$ cat src/rtl/fetch_pkg.sv
// -----------------------------------------------------------------------------
// fetch_pkg
// Shared definitions for the byte-serial instruction fetch sequencer:
//   - fetch_state_t : sequencer state encoding
//   - insn_len_t    : instruction length in bytes (1..4, 0 only after reset)
//   - RESET_PC_DEFAULT : default fetch address after reset
// -----------------------------------------------------------------------------
package fetch_pkg;

    typedef enum logic [2:0] {
        FETCH_OP     = 3'd0,
        FETCH_EXT    = 3'd1,
        FETCH_IMM_LO = 3'd2,
        FETCH_IMM_HI = 3'd3,
        ISSUE        = 3'd4
    } fetch_state_t;

    // Length counts acknowledged bytes of the instruction being assembled.
    typedef logic [2:0] insn_len_t;

    localparam insn_len_t LEN_NONE   = 3'd0;
    localparam insn_len_t LEN_OPCODE = 3'd1;
    localparam insn_len_t LEN_MAX    = 3'd4;

    localparam logic [23:0] RESET_PC_DEFAULT = 24'h000000;

    // One more byte appended to the instruction; saturates at the longest form.
    function automatic insn_len_t len_add_byte(input insn_len_t len);
        return (len >= LEN_MAX) ? LEN_MAX : len + 3'd1;
    endfunction

endpackage

$ cat src/rtl/prefetch_buf.sv
// -----------------------------------------------------------------------------
// prefetch_buf
// One-byte prefetch buffer holding the byte at the address following the
// instruction currently waiting in ISSUE. Only built when FETCH_PREFETCH_EN
// is defined.
// Ports:
//   clk, reset        : clock, synchronous active-high reset
//   load              : capture load_data/load_addr, mark valid
//   consume           : byte used by the sequencer, mark empty
//   flush             : discard contents (redirect)
//   load_data/addr    : byte and its address being captured
//   valid, data, addr : buffer state
// -----------------------------------------------------------------------------
module prefetch_buf #(
    parameter int ADDR_W = 24
) (
    input  logic              clk,
    input  logic              reset,
    input  logic              load,
    input  logic              consume,
    input  logic              flush,
    input  logic [7:0]        load_data,
    input  logic [ADDR_W-1:0] load_addr,
    output logic              valid,
    output logic [7:0]        data,
    output logic [ADDR_W-1:0] addr
);

    always_ff @(posedge clk) begin
        if (reset || flush) begin
            valid <= 1'b0;
        end else if (load) begin
            valid <= 1'b1;
        end else if (consume) begin
            valid <= 1'b0;
        end
    end

    // NOTE: the payload is cleared on reset only so it never reads X; 'valid'
    // alone decides whether it is meaningful, so flush leaves it untouched.
    always_ff @(posedge clk) begin
        if (reset) begin
            data <= 8'h00;
            addr <= '0;
        end else if (load) begin
            data <= load_data;
            addr <= load_addr;
        end
    end

endmodule

$ cat src/rtl/fetch_sequencer.sv
// -----------------------------------------------------------------------------
// fetch_sequencer
// Byte-serial instruction fetch: reads an opcode, an optional opcode
// extension byte and an optional 8/16-bit little-endian immediate from a
// byte bus, then presents the assembled instruction on a valid/ready port.
// A branch redirect aborts whatever is in flight.
//
// Optional feature macro: FETCH_PREFETCH_EN -- while an instruction waits in
// ISSUE, the byte at the next address is read into a one-byte buffer and
// FETCH_OP then consumes it without a bus cycle.
//
// Ports:
//   clk, reset                  : clock, synchronous active-high reset
//   bus_req/bus_addr            : byte read request, address held until ack
//   bus_ack/bus_data_in         : read data valid this cycle
//   dec_opcode/dec_opext        : bytes presented to the external decoder
//   dec_need_opext/need_imm/imm_size : decoder answers
//   insn_valid/insn_ready       : issue handshake
//   insn_opcode/opext/imm/len/pc: assembled instruction
//   branch_valid/branch_target  : redirect request
// -----------------------------------------------------------------------------
module fetch_sequencer
    import fetch_pkg::*;
#(
    parameter int                ADDR_W   = 24,
    parameter logic [ADDR_W-1:0] RESET_PC = ADDR_W'(RESET_PC_DEFAULT)
) (
    input  logic              clk,
    input  logic              reset,
    // byte bus
    output logic              bus_req,
    output logic [ADDR_W-1:0] bus_addr,
    input  logic              bus_ack,
    input  logic [7:0]        bus_data_in,
    // decoder
    output logic [7:0]        dec_opcode,
    output logic [7:0]        dec_opext,
    input  logic              dec_need_opext,
    input  logic              dec_need_imm,
    input  logic              dec_imm_size,
    // issue
    output logic              insn_valid,
    input  logic              insn_ready,
    output logic [7:0]        insn_opcode,
    output logic [7:0]        insn_opext,
    output logic [15:0]       insn_imm,
    output logic [2:0]        insn_len,
    output logic [ADDR_W-1:0] insn_pc,
    // redirect
    input  logic              branch_valid,
    input  logic [ADDR_W-1:0] branch_target
);

    fetch_state_t      state, next_state;
    logic [ADDR_W-1:0] fetch_addr;    // address of the next byte to obtain
    logic [ADDR_W-1:0] pc_q;          // address of the current opcode byte
    logic [7:0]        opcode_q;
    logic [7:0]        opext_q;
    logic [15:0]       imm_q;
    insn_len_t         len_q;
    logic              imm_size_q;
    // Set for one cycle after reset or a redirect so the bus sees a clean
    // idle cycle before the first request from the new address.
    logic              quiet;

    logic              pf_hit;
    logic [7:0]        pf_data;
    logic [7:0]        byte_in;
    logic              fetch_ack;

    // -------------------------------------------------------------------------
    // Optional prefetch buffer
    // -------------------------------------------------------------------------
`ifdef FETCH_PREFETCH_EN
    logic              pf_valid;
    logic [ADDR_W-1:0] pf_addr;
    logic              pf_load;
    logic              pf_consume;

    assign pf_hit     = pf_valid && (pf_addr == fetch_addr) && (state == FETCH_OP);
    assign pf_load    = (state == ISSUE) && bus_req && bus_ack && !branch_valid;
    assign pf_consume = pf_hit && !branch_valid;

    prefetch_buf #(
        .ADDR_W(ADDR_W)
    ) u_prefetch_buf (
        .clk      (clk),
        .reset    (reset),
        .load     (pf_load),
        .consume  (pf_consume),
        .flush    (branch_valid),
        .load_data(bus_data_in),
        .load_addr(fetch_addr),
        .valid    (pf_valid),
        .data     (pf_data),
        .addr     (pf_addr)
    );
`else
    assign pf_hit  = 1'b0;
    assign pf_data = 8'h00;
`endif

    // -------------------------------------------------------------------------
    // Bus request and byte source
    // -------------------------------------------------------------------------
    always_comb begin
        bus_req = 1'b0;
        if (!quiet) begin
            case (state)
                FETCH_OP:                            bus_req = !pf_hit;
                FETCH_EXT, FETCH_IMM_LO, FETCH_IMM_HI: bus_req = 1'b1;
`ifdef FETCH_PREFETCH_EN
                ISSUE:                               bus_req = !pf_valid;
`endif
                default:                             bus_req = 1'b0;
            endcase
        end
    end

    assign bus_addr  = fetch_addr;
    assign byte_in   = pf_hit ? pf_data : bus_data_in;
    // A byte for the instruction under assembly; ISSUE acks only feed the buffer.
    assign fetch_ack = (state != ISSUE) && (pf_hit || (bus_req && bus_ack));

    assign dec_opcode = (state == FETCH_OP)  ? byte_in     : opcode_q;
    assign dec_opext  = (state == FETCH_EXT) ? bus_data_in : opext_q;

    // -------------------------------------------------------------------------
    // Next-state logic
    // -------------------------------------------------------------------------
    // NOTE: every output of this block gets a default first, so no path can
    // leave it unassigned and infer a latch.
    always_comb begin
        next_state = state;
        if (branch_valid) begin
            next_state = FETCH_OP;
        end else begin
            case (state)
                FETCH_OP: begin
                    if (fetch_ack) begin
                        if (dec_need_opext)    next_state = FETCH_EXT;
                        else if (dec_need_imm) next_state = FETCH_IMM_LO;
                        else                   next_state = ISSUE;
                    end
                end
                FETCH_EXT: begin
                    if (fetch_ack) begin
                        next_state = dec_need_imm ? FETCH_IMM_LO : ISSUE;
                    end
                end
                FETCH_IMM_LO: begin
                    if (fetch_ack) begin
                        next_state = imm_size_q ? FETCH_IMM_HI : ISSUE;
                    end
                end
                FETCH_IMM_HI: begin
                    if (fetch_ack) next_state = ISSUE;
                end
                ISSUE: begin
                    if (insn_ready) next_state = FETCH_OP;
                end
                default: next_state = FETCH_OP;
            endcase
        end
    end

    // -------------------------------------------------------------------------
    // State register and datapath
    // -------------------------------------------------------------------------
    // NOTE: non-blocking assignments here so every register samples the
    // pre-edge values of its neighbours, independent of statement order.
    always_ff @(posedge clk) begin
        if (reset) begin
            state      <= FETCH_OP;
            quiet      <= 1'b1;
            fetch_addr <= RESET_PC;
            pc_q       <= '0;
            opcode_q   <= 8'h00;
            opext_q    <= 8'h00;
            imm_q      <= 16'h0000;
            len_q      <= LEN_NONE;
            imm_size_q <= 1'b0;
        end else begin
            state <= next_state;
            quiet <= branch_valid;
            if (branch_valid) begin
                // Any byte acked in this cycle is dropped.
                fetch_addr <= branch_target;
            end else if (fetch_ack) begin
                fetch_addr <= fetch_addr + ADDR_W'(1);
                case (state)
                    FETCH_OP: begin
                        pc_q       <= fetch_addr;
                        opcode_q   <= byte_in;
                        opext_q    <= 8'h00;
                        imm_q      <= 16'h0000;
                        len_q      <= LEN_OPCODE;
                        imm_size_q <= dec_imm_size;
                    end
                    FETCH_EXT: begin
                        opext_q    <= bus_data_in;
                        len_q      <= len_add_byte(len_q);
                        // The extension can change the immediate form.
                        imm_size_q <= dec_imm_size;
                    end
                    FETCH_IMM_LO: begin
                        imm_q <= {8'h00, bus_data_in};
                        len_q <= len_add_byte(len_q);
                    end
                    FETCH_IMM_HI: begin
                        imm_q[15:8] <= bus_data_in;
                        len_q       <= len_add_byte(len_q);
                    end
                    default: ;
                endcase
            end
        end
    end

    // -------------------------------------------------------------------------
    // Issue port
    // -------------------------------------------------------------------------
    assign insn_valid  = (state == ISSUE);
    assign insn_opcode = opcode_q;
    assign insn_opext  = opext_q;
    assign insn_imm    = imm_q;
    assign insn_len    = len_q;
    assign insn_pc     = pc_q;

endmodule

$ cat config.mk
export PLATFORM = sky130hd
export DESIGN_NAME = fetch_sequencer
export DESIGN_NICKNAME = d
export VERILOG_FILES = /design/src/rtl/fetch_pkg.sv /design/src/rtl/prefetch_buf.sv /design/src/rtl/fetch_sequencer.sv
export SDC_FILE = /design/constraint.sdc
export NUM_CORES = 1
export LEC_CHECK = 0
export BUFFER_PORTS_ARGS = -buffer_cell sky130_fd_sc_hd__buf_4
export CORE_MARGIN = 3
export CORE_UTILIZATION = 52
export CTS_BUF_LIST = sky130_fd_sc_hd__clkbuf_4
export CTS_CLUSTER_DIAMETER = 30
export CTS_CLUSTER_SIZE = 24
export DETAILED_ROUTE_END_ITERATION = 6
export GPL_TIMING_DRIVEN = 0
export PLACE_DENSITY = 0.83
export SKIP_LAST_GASP = 1
export SYNTH_ARGS = -nofsm -noshare
export SYNTH_HDL_FRONTEND = slang
export SYNTH_SLANG_ARGS = --single-unit
$ cat constraint.sdc
create_clock -name clk -period 2.53 [get_ports clk]
set_input_delay 0.1265 -clock clk [delete_from_list [all_inputs] [get_ports clk]]
set_output_delay 0.1265 -clock clk [all_outputs]
set_load 0.05 [all_outputs]
# After elaboration in Yosys (flattened, before gate mapping)
# Index checks and enable logic that the tools add are counted.
totals:
  reg_bits: 88
  out_inout_bits: 101
  in_bits: 40
  elab_cells: 65
classes:
  bitwise_logic: 1
  mux: 20
  eq_ne: 10
  magnitude_cmp: 1
  n_addsub: 2
  n_reduce_logical: 21
ops:
  columns: ["cell", "count"]
  rows:
  - ["$mux 24", 2]
  - ["$pmux 8 s2", 3]
  - ["$mux 3", 9]
  - ["$add 24x1->24 const B", 1]
  - ["$reduce_and 3->1", 6]
  - ["$mux 8", 2]
  - ["$pmux 3 s5", 1]
  - ["$reduce_bool 2->1", 5]
  - ["$ne 2x2->1 const B", 4]
  - ["$eq 3x2->1 const B", 2]
  - ["$pmux 3 s2", 1]
  - ["$reduce_or 2->1", 3]
  - ["$reduce_and 5->1", 1]
  - ["$reduce_or 4->1", 1]
  - ["$add 3x1->3 const B", 1]
  - ["$eq 3x1->1 const B", 1]
  - ["$eq 3x3->1 const B", 1]
  - ["$ge 3x3->1 const B", 1]
  - ["$logic_not 3->1", 1]
  - ["$ne 3x3->1 const B", 1]
  - ["$reduce_or 3->1", 1]
  - ["$logic_and 1x1->1", 2]
  - ["$mux 1", 2]
  - ["$ne 2x1->1 const B", 1]
  - ["other kinds (2)", 2]

# Logic depth before layout (Yosys ltp)
# Gate-level depths: netlist of run 1.
depth:
  word_depth: 8
  ltp_mapped: 6
  mapped_depth_nobuf: 5

# Least setup slack after synthesis of run 1
# Ideal clock, no wire load.
synth_timing:
  path_kind: "register to register"
  startpoint: "register fetch_addr[0] (netlist: bus_addr[0])"
  endpoint: "register fetch_addr[14] (netlist: bus_addr[14])"
  synth_period_minus_slack_ns: 2.373
  stages_incl_launch_ff: 7
  required_time_ns: 2.439
  path_buffers: 1
  path_slack_ns: 0.157
  setup_ns: 0.091
  t_arrival_ns: 2.282
  path_cell_list: "dfxtp_1 ha_1 nand4bb_1 buf_2 or4_4 or3_1 a311oi_1"
synth_via:
  elab_chain_len: 3
synth_rtl:
  columns: ["element", "line", "rtl"]
  rows:
  - ["from (decl)", "fetch_sequencer.sv:55", "logic [ADDR_W-1:0] fetch_addr;"]
  - ["from (signal assigned)", "fetch_sequencer.sv:188", "fetch_addr <= branch_target;"]
  - ["from (signal assigned)", "fetch_sequencer.sv:190", "fetch_addr <= fetch_addr + ADDR_W'(1);"]
  - ["$add 24x1->24", "fetch_sequencer.sv:190", null]
  - ["$mux 24", "fetch_sequencer.sv:189", "end else if (fetch_ack) begin"]
  - ["$mux 24", "fetch_sequencer.sv:186", "if (branch_valid) begin"]
# Every way passes these cells. The select of a mux whose other input is x is not followed.
# A chain may end at the register's enable or synchronous reset.

# Worst setup path after layout of run 1
layout_timing:
  startpoint: "register state[0]"
  endpoint: "output dec_opext[5]"
layout_via:
  elab_chain_len: 2
layout_rtl:
  columns: ["element", "line", "rtl"]
  rows:
  - ["from (decl)", "fetch_sequencer.sv:54", "fetch_state_t state, next_state;"]
  - ["from (signal assigned)", "fetch_sequencer.sv:184", "state <= next_state;"]
  - ["$eq 3x1->1", "fetch_sequencer.sv:126", "assign dec_opext = (state == FETCH_EXT) ? bus_data_in : opext_q;"]
  - ["$mux 8", "fetch_sequencer.sv:126", null]
  - ["to (decl)", "fetch_sequencer.sv:37", "output logic [7:0] dec_opext,"]
# Every way passes these cells.

==> impl_metrics.csv, run 1 <==
group,metric,value,unit
logic_synthesis,yosysTopAreaCell,"dfxtp_1",
clock_tree,cts_buffers,9,
grt,grt.total_usage,0.288,
route,viasPerCell,5.69,
floorplanning,dieArea,8770,sq um
timing,timing.final.crit_share,0.983,
layout,fillers,549,
logic_synthesis,synthArstFlopShare,0,
timing,setup_tns,0,ps
floorplanning,pin_count,141,
route,finalWirelength,12800,um
grt,antenna_found_initial,0,
logic_synthesis,synthesis.nets,529,
layout,seq_area,1760,sq um
floorplanning,design.core.area,7370,sq um
timing,period_needed,2490,ps
clock_tree,clk_latency,440,ps
floorplanning,die_y,93.7,um
timing,worst_pin_slew,800,ps
timing,fin_skew,24.6,ps
floorplanning,row_count,31,
power_and_ir_drop,seqPwrFrac,0.533,
route,vias,4398,
logic_synthesis,ys_seq_elements,88,
critical_path,path_delay_family,"buffers and inverters",
power_and_ir_drop,swShare,0.309,
layout,multi_input_comb_area,2050,sq um
logic_synthesis,synth_warnings,0,
min_path,hp-class,"in2reg",
logic_synthesis,syn_avg_cell_area,8.22,sq um
layout,final_common_cell,"buf_4",
grt,grt_pass1_vias,4146,
logic_synthesis,synth_enable_flop_cells,0,
timing,rsz0062_at_grt,"true",
clock_tree,cts_tree,"yes",
floorplanning,die_x,93.7,um
power_and_ir_drop,power.density,491,nW/um^2
grt,grt_max_degree,15,
clock_tree,path_clk_slew,130,ps
critical_path,cp_max_fo,10,
run,drv_cap,0,
power_and_ir_drop,combPwrFrac,0.182,
logic_synthesis,yosysSeqAreaShare,0.441,
clock_tree,root_buffer,"clkbuf_4",
placement,dp_slack,328,ps
timing,setup_viol,0,
layout,nets,713,
critical_path,crit_buf_inv,3,
route,wl_per_cell,16.5,um
critical_path,worstSetupEndpointType,"primary output",
critical_path,worstPathArrival,2360,ps
power_and_ir_drop,leakagePower,2.25,nW
route,drc_errors,0,
logic_synthesis,ys_types,50,
layout,drive_above_1_share,0.282,
layout,antennaDiodeCount,0,
power_and_ir_drop,internal-power,1.92,mW
placement,hpwl,8990,um
timing,hold_violations,0,
route,firstDrtPassIters,5,
logic_synthesis,synth_top_flop_cell,"dfxtp_1",
power_and_ir_drop,p_clk_frac,0.285,
grt,grt_pass1_wl,20000,um
timing,drv_slew,0,
logic_synthesis,syn_area,4000,sq um
route,drtIter0Drc,280,
timing,setup_ws,42.2,ps
layout,most-common-layout-cells,"buf_4, nand2_1, dfxtp_1",
critical_path,cp.required,2400,ps
logic_synthesis,yosysTopAreaCellShare,0.441,
timing,maxSlewHeadroom,0.465,
placement,gp_congestion,0.888,
outcome,status,"completed",
clock_tree,post-cts-setup-buffer-count,0,
critical_path,path_class,"reg2out",
critical_path,cp-start-kind,"flop",
timing,clock.fmax,402,MHz
power_and_ir_drop,ir_drop,0.365,mV
route,drtAntennaViolNets,0,
clock_tree,cts_buffer_depth,2,
clock_tree,clock_sinks,88,
clock_tree,htree_levels,3,
grt,overflow,0,
power_and_ir_drop,switchingPower,859,uW
layout,syn2layout_area_growth,41.4,%
critical_path,cpMaxStageDelayCell,"nor3_4",
floorplanning,initial_core_util,0.542,
logic_synthesis,synth.area.top_cells,"dfxtp_1, nand2_1, a21oi_1, mux2_2, nor2_1",
critical_path,crit_chain,"clkbuf_1 > inv_1 > nor3_4 > mux2_2 > buf_4",
critical_path,slowest_delay,430,ps
placement,portBuffers,139,
logic_synthesis,syn_inst,486,
tightest hold or removal path: stages:
cell      delay [ps]
buf_4            110
nand2b_1          70
a21oi_1          140
nor3_1            50
what timing repair did:
| action | CTS | global route |
|---|---|---|
| hold endpoints to repair | 47 | 2 |
| hold buffers | 32 | 2 |
| gates resized for setup | 1 | 1 |
| setup endpoints to repair | 8 | 8 |
layer usage:
layer / vias up / part of all wire / GRT usage
li1: 2072 / - / -
met1: 2090 / 0.41 / 0.368
met2: 198 / 0.49 / 0.472
met3: 38 / 0.072 / 0.0553
met4: 0 / 0.028 / 0.132
met5: - / 0 / 0
registers in the layout, summed over array words and instances, names as in the netlist:
signal,count
insn_opcode,8
insn_pc,24
state,3
insn_len,3
insn_imm,16
bus_addr,24
quiet,1
insn_opext,8
imm_size_q,1
power groups by stage:
stage                     logic, mW  registers, mW  clock network [mW]
after floorplan               0.170           1.61                   0
after global placement        0.451           1.51                   0
after detailed placement      0.457           1.51                   0
after CTS                     0.499           1.48               0.787
after global routing          0.533           1.49               0.858
final                         0.506           1.48               0.791
cell type report:
type	count	share of cell area
well taps	99	0.0219
clock inverters	5	0.0104
flip-flops and latches	88	0.312
clock buffers	10	0.0133
plain buffers	33	0.0237
inverters	16	0.0106
multi-input cells	349	0.363
repair buffers	173	0.245
cells by family after synthesis:
kind of cell	Yosys count	synth area share
muxes	16	0.0451
AOI/OAI and AO/OA	106	0.169
xor gates and xnor gates	10	0.0219
buffers and inverters	49	0.0485
and+or+nand+nor	214	0.265
DFF	88	0.441
adders and majority gates	3	0.00940
metrics by stage:
| stage | util | power [mW] | std cells | instance area, sq um | hold WS, ps |
|---|---|---|---|---|---|
| 3_3_place_gp | 0.701 | 1.96 | 724 | 5160 | 383 |
| 4_1_cts | 0.763 | 2.76 | 771 | 5620 | 0.535 |
| 5_1_grt | 0.767 | 2.88 | 773 | 5650 | 93.0 |
| 3_5_place_dp | 0.701 | 1.96 | 724 | 5160 | 387 |
| 6_report | 0.767 | 2.78 | 773 | 5650 | 98.8 |
| 2_1_floorplan | - | 1.78 | 486 | 4000 | 262 |
final timing paths:
kind | startpoint | endpoint | slack, ps | cells after the start
worst min-delay path | bus_ack | state[0] | 100 | 4
worst min register to register | insn_pc[22] | insn_pc[22] | 460 | 2
worst max register to register | bus_addr[1] | bus_addr[14] | 260 | 6
worst max-delay path | state[0] | dec_opext[5] | 40 | 5
synth_stat cells (7+ instances only):
master,count
nand2_1,98
dfxtp_1,88
a21oi_1,57
nor2_1,33
clkbuf_1,25
nand3_1,21
inv_1,16
mux2_2,16
a211oi_1,15
nor3_1,10
nand4_1,9
xnor2_1,7
No activity file was read; power rests on OpenSTA's default activity.
==> run 2, diff against run 1 <==
--- a/config.mk
+++ b/config.mk
@@ -14,6 +14,7 @@
 export DETAILED_ROUTE_END_ITERATION = 6
 export GPL_TIMING_DRIVEN = 0
 export PLACE_DENSITY = 0.83
+export RECOVER_POWER = 25
 export SKIP_LAST_GASP = 1
 export SYNTH_ARGS = -nofsm -noshare
 export SYNTH_HDL_FRONTEND = slang
==> run 2 against run 1 <==
Net effect: sequential power about the same; die area is the same; combinational power fell by 1%; critical path type unchanged.
==> impl_metrics.csv, run 2 (synthesized netlist as in run 1, its figures left out) <==
group,metric,value,unit
floorplanning,die_x,93.7,um
route,wl_met3,930,um
layout,syn2layout_area_growth,37.2,%
clock_tree,htree_levels,3,
timing,setup_tns,0,ps
critical_path,worst-path-stages,5,
outcome,status,"completed",
timing,drv_slew,0,
critical_path,slowest_delay,420,ps
critical_path,crit_chain,"clkbuf_1 > inv_1 > nor3_4 > mux2_2 > buf_4",
clock_tree,post-cts-setup-buffer-count,0,
timing,timing.final.crit_share,0.976,
critical_path,worstPathArrival,2340,ps
clock_tree,clock_sinks,88,
power_and_ir_drop,finalPower,2.77,mW
placement,placed_cell_area,5160,sq um
timing,clock.fmax,405,MHz
power_and_ir_drop,ir_drop,0.363,mV
floorplanning,pin_count,141,
run,drv_cap,0,
clock_tree,path_clk_slew,130,ps
route,drtIter0Drc,308,
floorplanning,design.core.area,7370,sq um
timing,setup_ws,60.7,ps
layout,nets,713,
power_and_ir_drop,seqPwrFrac,0.534,
grt,grt_pass1_wl,20000,um
timing,period_needed,2470,ps
clock_tree,cts_buffer_depth,2,
layout,drive_above_1_share,0.215,
grt,grt_max_degree,15,
route,wl_met2,6210,um
power_and_ir_drop,combPwrFrac,0.181,
timing,maxSlewHeadroom,0.479,
floorplanning,dieArea,8770,sq um
critical_path,cp-start-kind,"flop",
timing,setup_viol,0,
floorplanning,die_y,93.7,um
route,routed.top_layer,"met4",
power_and_ir_drop,p_clk_frac,0.285,
layout,antennaDiodeCount,0,
route,drtAntennaViolNets,0,
timing,hold_violations,0,
placement,dp_slack,328,ps
critical_path,worstSetupStartpoint,"state[0]",
route,wl_per_cell,16.5,um
critical_path,reg2regPathDepth,6,
critical_path,worstSetupEndpointType,"primary output",
layout,design_area,5480,sq um
power_and_ir_drop,internal-power,1.91,mW
power_and_ir_drop,swShare,0.309,
clock_tree,cts_tree,"yes",
timing,fin_skew,21.8,ps
power_and_ir_drop,switchingPower,856,uW
placement,place_inst,724,
timing,whs,105,ps
clock_tree,root_buffer,"clkbuf_4",
critical_path,crit_end,"dec_opext[5]",
route,met1Wirelength,5250,um
critical_path,path_class,"reg2out",
floorplanning,initial_core_util,0.542,
layout,layout.cells.non_filler,773,
route,vias,4381,
critical_path,cpMaxStageDelayCell,"nor3_4",
grt,antenna_found_initial,0,
timing,worst_pin_slew,780,ps
route,finalWirelength,12800,um
critical_path,crit_buf_inv,3,
critical_path,path_delay_family,"buffers and inverters",
layout,fin_util,0.744,
power_and_ir_drop,leakagePower,2.06,nW
route,drc_errors,0,
placement,portBuffers,139,
critical_path,worstReg2RegStart,"bus_addr[1]",
clock_tree,clk_latency,440,ps
route,viasPerCell,5.67,
critical_path,cp.required,2400,ps
grt,grt_pass1_vias,4146,
critical_path,rrSetupSlack,260,ps
route,firstDrtPassIters,5,
min_path,hp-class,"in2reg",
timing,rsz0062_at_grt,"true",
placement,gp_congestion,0.888,
grt,overflow,0,
clock_tree,cts_buffers,9,
critical_path,cp_max_fo,10,
layout,most-common-layout-cells,"nand2_1, buf_4, dfxtp_1",
floorplanning,row_count,31,
grt,grt.total_usage,0.288,
critical_path,timing.rr.end,"bus_addr[14]",
layout,final_common_cell,"nand2_1",
placement,hpwl,8990,um
power_and_ir_drop,power.density,505,nW/um^2
-- run 2: cell types whose count changed in the layout (fill, tap and decap cells not counted), sizes merged --
cell and change:
buf -45, clkbuf +45
-- run 2: power by group through the flow --
| stage | Combinational (mW) | Clock (mW) | Sequential [mW] |
|---|---|---|---|
| detailed placement | 0.457 | 0 | 1.51 |
| floorplan | 0.170 | 0 | 1.61 |
| finish | 0.501 | 0.788 | 1.48 |
| global route | 0.528 | 0.858 | 1.49 |
| global placement | 0.451 | 0 | 1.51 |
| CTS | 0.499 | 0.787 | 1.48 |
-- run 2: timing repair --
item | CTS | global route
endpoints found under the hold margin | 47 | 2
hold buffers | 32 | 2
setup endpoints to repair | 8 | 8
gates resized for setup | 1 | 1
gates cloned | 0 | 0
-- run 2: layer usage --
layer	vias to the layer above	track usage
met5	-	0
met4	0	0.132
met3	42	0.0553
met2	192	0.472
met1	2071	0.368
li1	2076	-
-- run 2: cell type report --
class / count / area (sq um)
flip-flops and latches: 88 / 1760
clock buffers: 10 / 75.1
multi-input cells: 349 / 2050
well taps: 99 / 124
inverters: 16 / 60.1
repair buffers: 173 / 1210
clock inverters: 5 / 58.8
fillers: 600 / 1890
plain buffers: 33 / 134
-- run 2: how the worst min path moves through the flow --
stage               slack, ps         startpoint            to  cells after the start
floorplan                 260       dec_imm_size    imm_size_q                      2
global placement          380       dec_imm_size    imm_size_q                      3
detailed placement        390       dec_imm_size    imm_size_q                      3
CTS                       0.5  branch_target[11]  bus_addr[11]                      3
global route               90              reset  bus_addr[17]                      3
finish                    110            bus_ack      state[0]                      4
-- run 2: worst min-delay path: cells and delay by family --
| kind | cells | cell delay (ps) |
|---|---|---|
| and+or+nand+nor | 2 | 120 |
| buffers and inverters | 1 | 110 |
| AOI/OAI and AO/OA | 1 | 150 |
==> run 3, diff against run 2 <==
--- a/config.mk
+++ b/config.mk
@@ -6,6 +6,7 @@
 export NUM_CORES = 1
 export LEC_CHECK = 0
 export BUFFER_PORTS_ARGS = -buffer_cell sky130_fd_sc_hd__buf_4
+export CAP_MARGIN = 20
 export CORE_MARGIN = 3
 export CORE_UTILIZATION = 52
 export CTS_BUF_LIST = sky130_fd_sc_hd__clkbuf_4
@@ -15,6 +16,7 @@
 export GPL_TIMING_DRIVEN = 0
 export PLACE_DENSITY = 0.83
 export RECOVER_POWER = 25
+export SETUP_SLACK_MARGIN = 0.15
 export SKIP_LAST_GASP = 1
 export SYNTH_ARGS = -nofsm -noshare
 export SYNTH_HDL_FRONTEND = slang
==> run 3 against run 2 <==
Net effect: via count rose by 0.84%; clock power up 2%; power is 0.66% higher; routed wire length rose by 2.3%; sequential share of layout area decreased by 0.18 points; global-route usage grew 0.23 points; maximum frequency is 9.1% higher; worst setup slack improved by 210 ps; highest routed layer unchanged.
==> impl_metrics.csv, run 3 (synthesized netlist as in run 1, its figures left out) <==
group,metric,value,unit
critical_path,path_class,"reg2reg",
power_and_ir_drop,ir_drop,0.366,mV
timing,setup_tns,0,ps
route,drtIter0Drc,246,
floorplanning,die_y,93.7,um
grt,overflow,0,
timing,setup_viol,0,
critical_path,cp.required,2880,ps
layout,nets,715,
timing,clock.fmax,442,MHz
timing,setup_ws,266,ps
grt,grt_max_degree,15,
placement,dp_slack,328,ps
critical_path,cp_max_fo,7,
layout,antennaDiodeCount,0,
outcome,status,"completed",
clock_tree,cts_buffer_depth,2,
power_and_ir_drop,internal-power,1.91,mW
timing,maxSlewHeadroom,0.466,
layout,multi_input_comb_area,2050,sq um
floorplanning,dieArea,8770,sq um
run,drv_cap,0,
placement,portBuffers,139,
floorplanning,initial_core_util,0.542,
timing,fin_skew,20.3,ps
power_and_ir_drop,power.density,505,nW/um^2
critical_path,worstSetupStartpoint,"bus_addr[0]",
grt,grt_pass1_wl,20100,um
timing,period_needed,2260,ps
route,wl_per_cell,16.9,um
layout,most-common-layout-cells,"nand2_1, buf_4, dfxtp_1",
power_and_ir_drop,switchingPower,872,uW
route,firstDrtPassIters,5,
min_path,hp-class,"in2reg",
critical_path,cp-start-kind,"flop",
grt,grt.total_usage,0.291,
placement,gp_congestion,0.888,
critical_path,worstReg2RegStart,"bus_addr[0]",
timing,hold_violations,0,
clock_tree,clk_latency,460,ps
power_and_ir_drop,combPwrFrac,0.181,
power_and_ir_drop,p_clk_frac,0.288,
floorplanning,design.core.area,7370,sq um
route,vias,4418,
min_path,hold_start,"reset",
timing,drv_slew,0,
floorplanning,pin_count,141,
critical_path,worstPathArrival,2610,ps
layout,syn2layout_area_growth,38.1,%
clock_tree,path_clk_slew,140,ps
route,viasPerCell,5.70,
critical_path,worstSetupEndpointType,"flop",
power_and_ir_drop,leakagePower,2.08,nW
timing,worst_pin_slew,799,ps
route,finalWirelength,13100,um
timing,timing.final.crit_share,0.895,
layout,drive_above_1_share,0.217,
clock_tree,root_buffer,"clkbuf_4",
timing,rsz0062_at_grt,"false",
floorplanning,die_x,93.7,um
floorplanning,row_count,31,
layout,fillers,588,
placement,hpwl,8990,um
layout,seq_area,1760,sq um
power_and_ir_drop,seqPwrFrac,0.531,
route,drc_errors,0,
power_and_ir_drop,swShare,0.313,
route,drtAntennaViolNets,0,
grt,antenna_found_initial,0,
layout,final_common_cell,"nand2_1",
clock_tree,cts_buffers,9,
clock_tree,htree_levels,3,
grt,grt_pass1_vias,4170,
clock_tree,clock_sinks,88,
clock_tree,cts_tree,"yes",
## run 3: cell count changes in the layout (fill, tap and decap cells not counted), sizes merged
cell and change:
clkbuf +2
## run 3: through the flow
stage | cells | utilization | cell area [sq um] | total power [mW] | hold WS, ps
floorplan | 486 | - | 4000 | 1.78 | 262
global placement | 724 | 0.701 | 5160 | 1.96 | 383
detailed placement | 724 | 0.701 | 5160 | 1.96 | 387
CTS | 772 | 0.767 | 5650 | 2.76 | 0.535
global route | 775 | 0.748 | 5520 | 2.88 | 88.6
finish | 775 | 0.748 | 5520 | 2.79 | 84.7
## run 3: final timing paths
kind	end	slack, ps	cells after the start
setup / recovery	bus_addr[14]	270	6
hold / removal	bus_addr[17]	80	3
setup reg to reg	bus_addr[14]	270	6
hold reg to reg	insn_pc[22]	460	2
## run 3: power by group through the flow
| stage | combinational (mW) | sequential (mW) | clock (mW) |
|---|---|---|---|
| after floorplan | 0.170 | 1.61 | 0 |
| after global placement | 0.451 | 1.51 | 0 |
| final | 0.505 | 1.48 | 0.802 |
| after detailed placement | 0.457 | 1.51 | 0 |
| after CTS | 0.500 | 1.48 | 0.787 |
| after global routing | 0.531 | 1.49 | 0.861 |
## run 3: layer usage
metal	track usage	wire (um)
met4	0.137	374
met2	0.472	6300
met3	0.0625	1020
met5	0	0
met1	0.367	5370
## run 3: cell type report
class / count / area share
clock inverter: 5 / 0.0107
multi-input combinational: 349 / 0.372
inverter: 16 / 0.0109
timing repair buffer: 175 / 0.226
clock buffer: 10 / 0.0136
sequential: 88 / 0.320
tap: 99 / 0.0225
buffer: 33 / 0.0245
## run 3: timing repair
item                                   CTS  global route
setup endpoints to repair               16            17
gates resized for setup                  2             3
hold buffers                            32             2
endpoints found under the hold margin   47             2
buffers inserted                         1             1
cloned                                   0             0
pin swaps                                0             1
## run 3: critical path, cell delays in order, from the launching register on
cell	delay, ps
dfxtp_1	490
ha_1	230
nand4bb_1	110
buf_2	190
or4_4	520
or3_1	360
a311oi_1	260
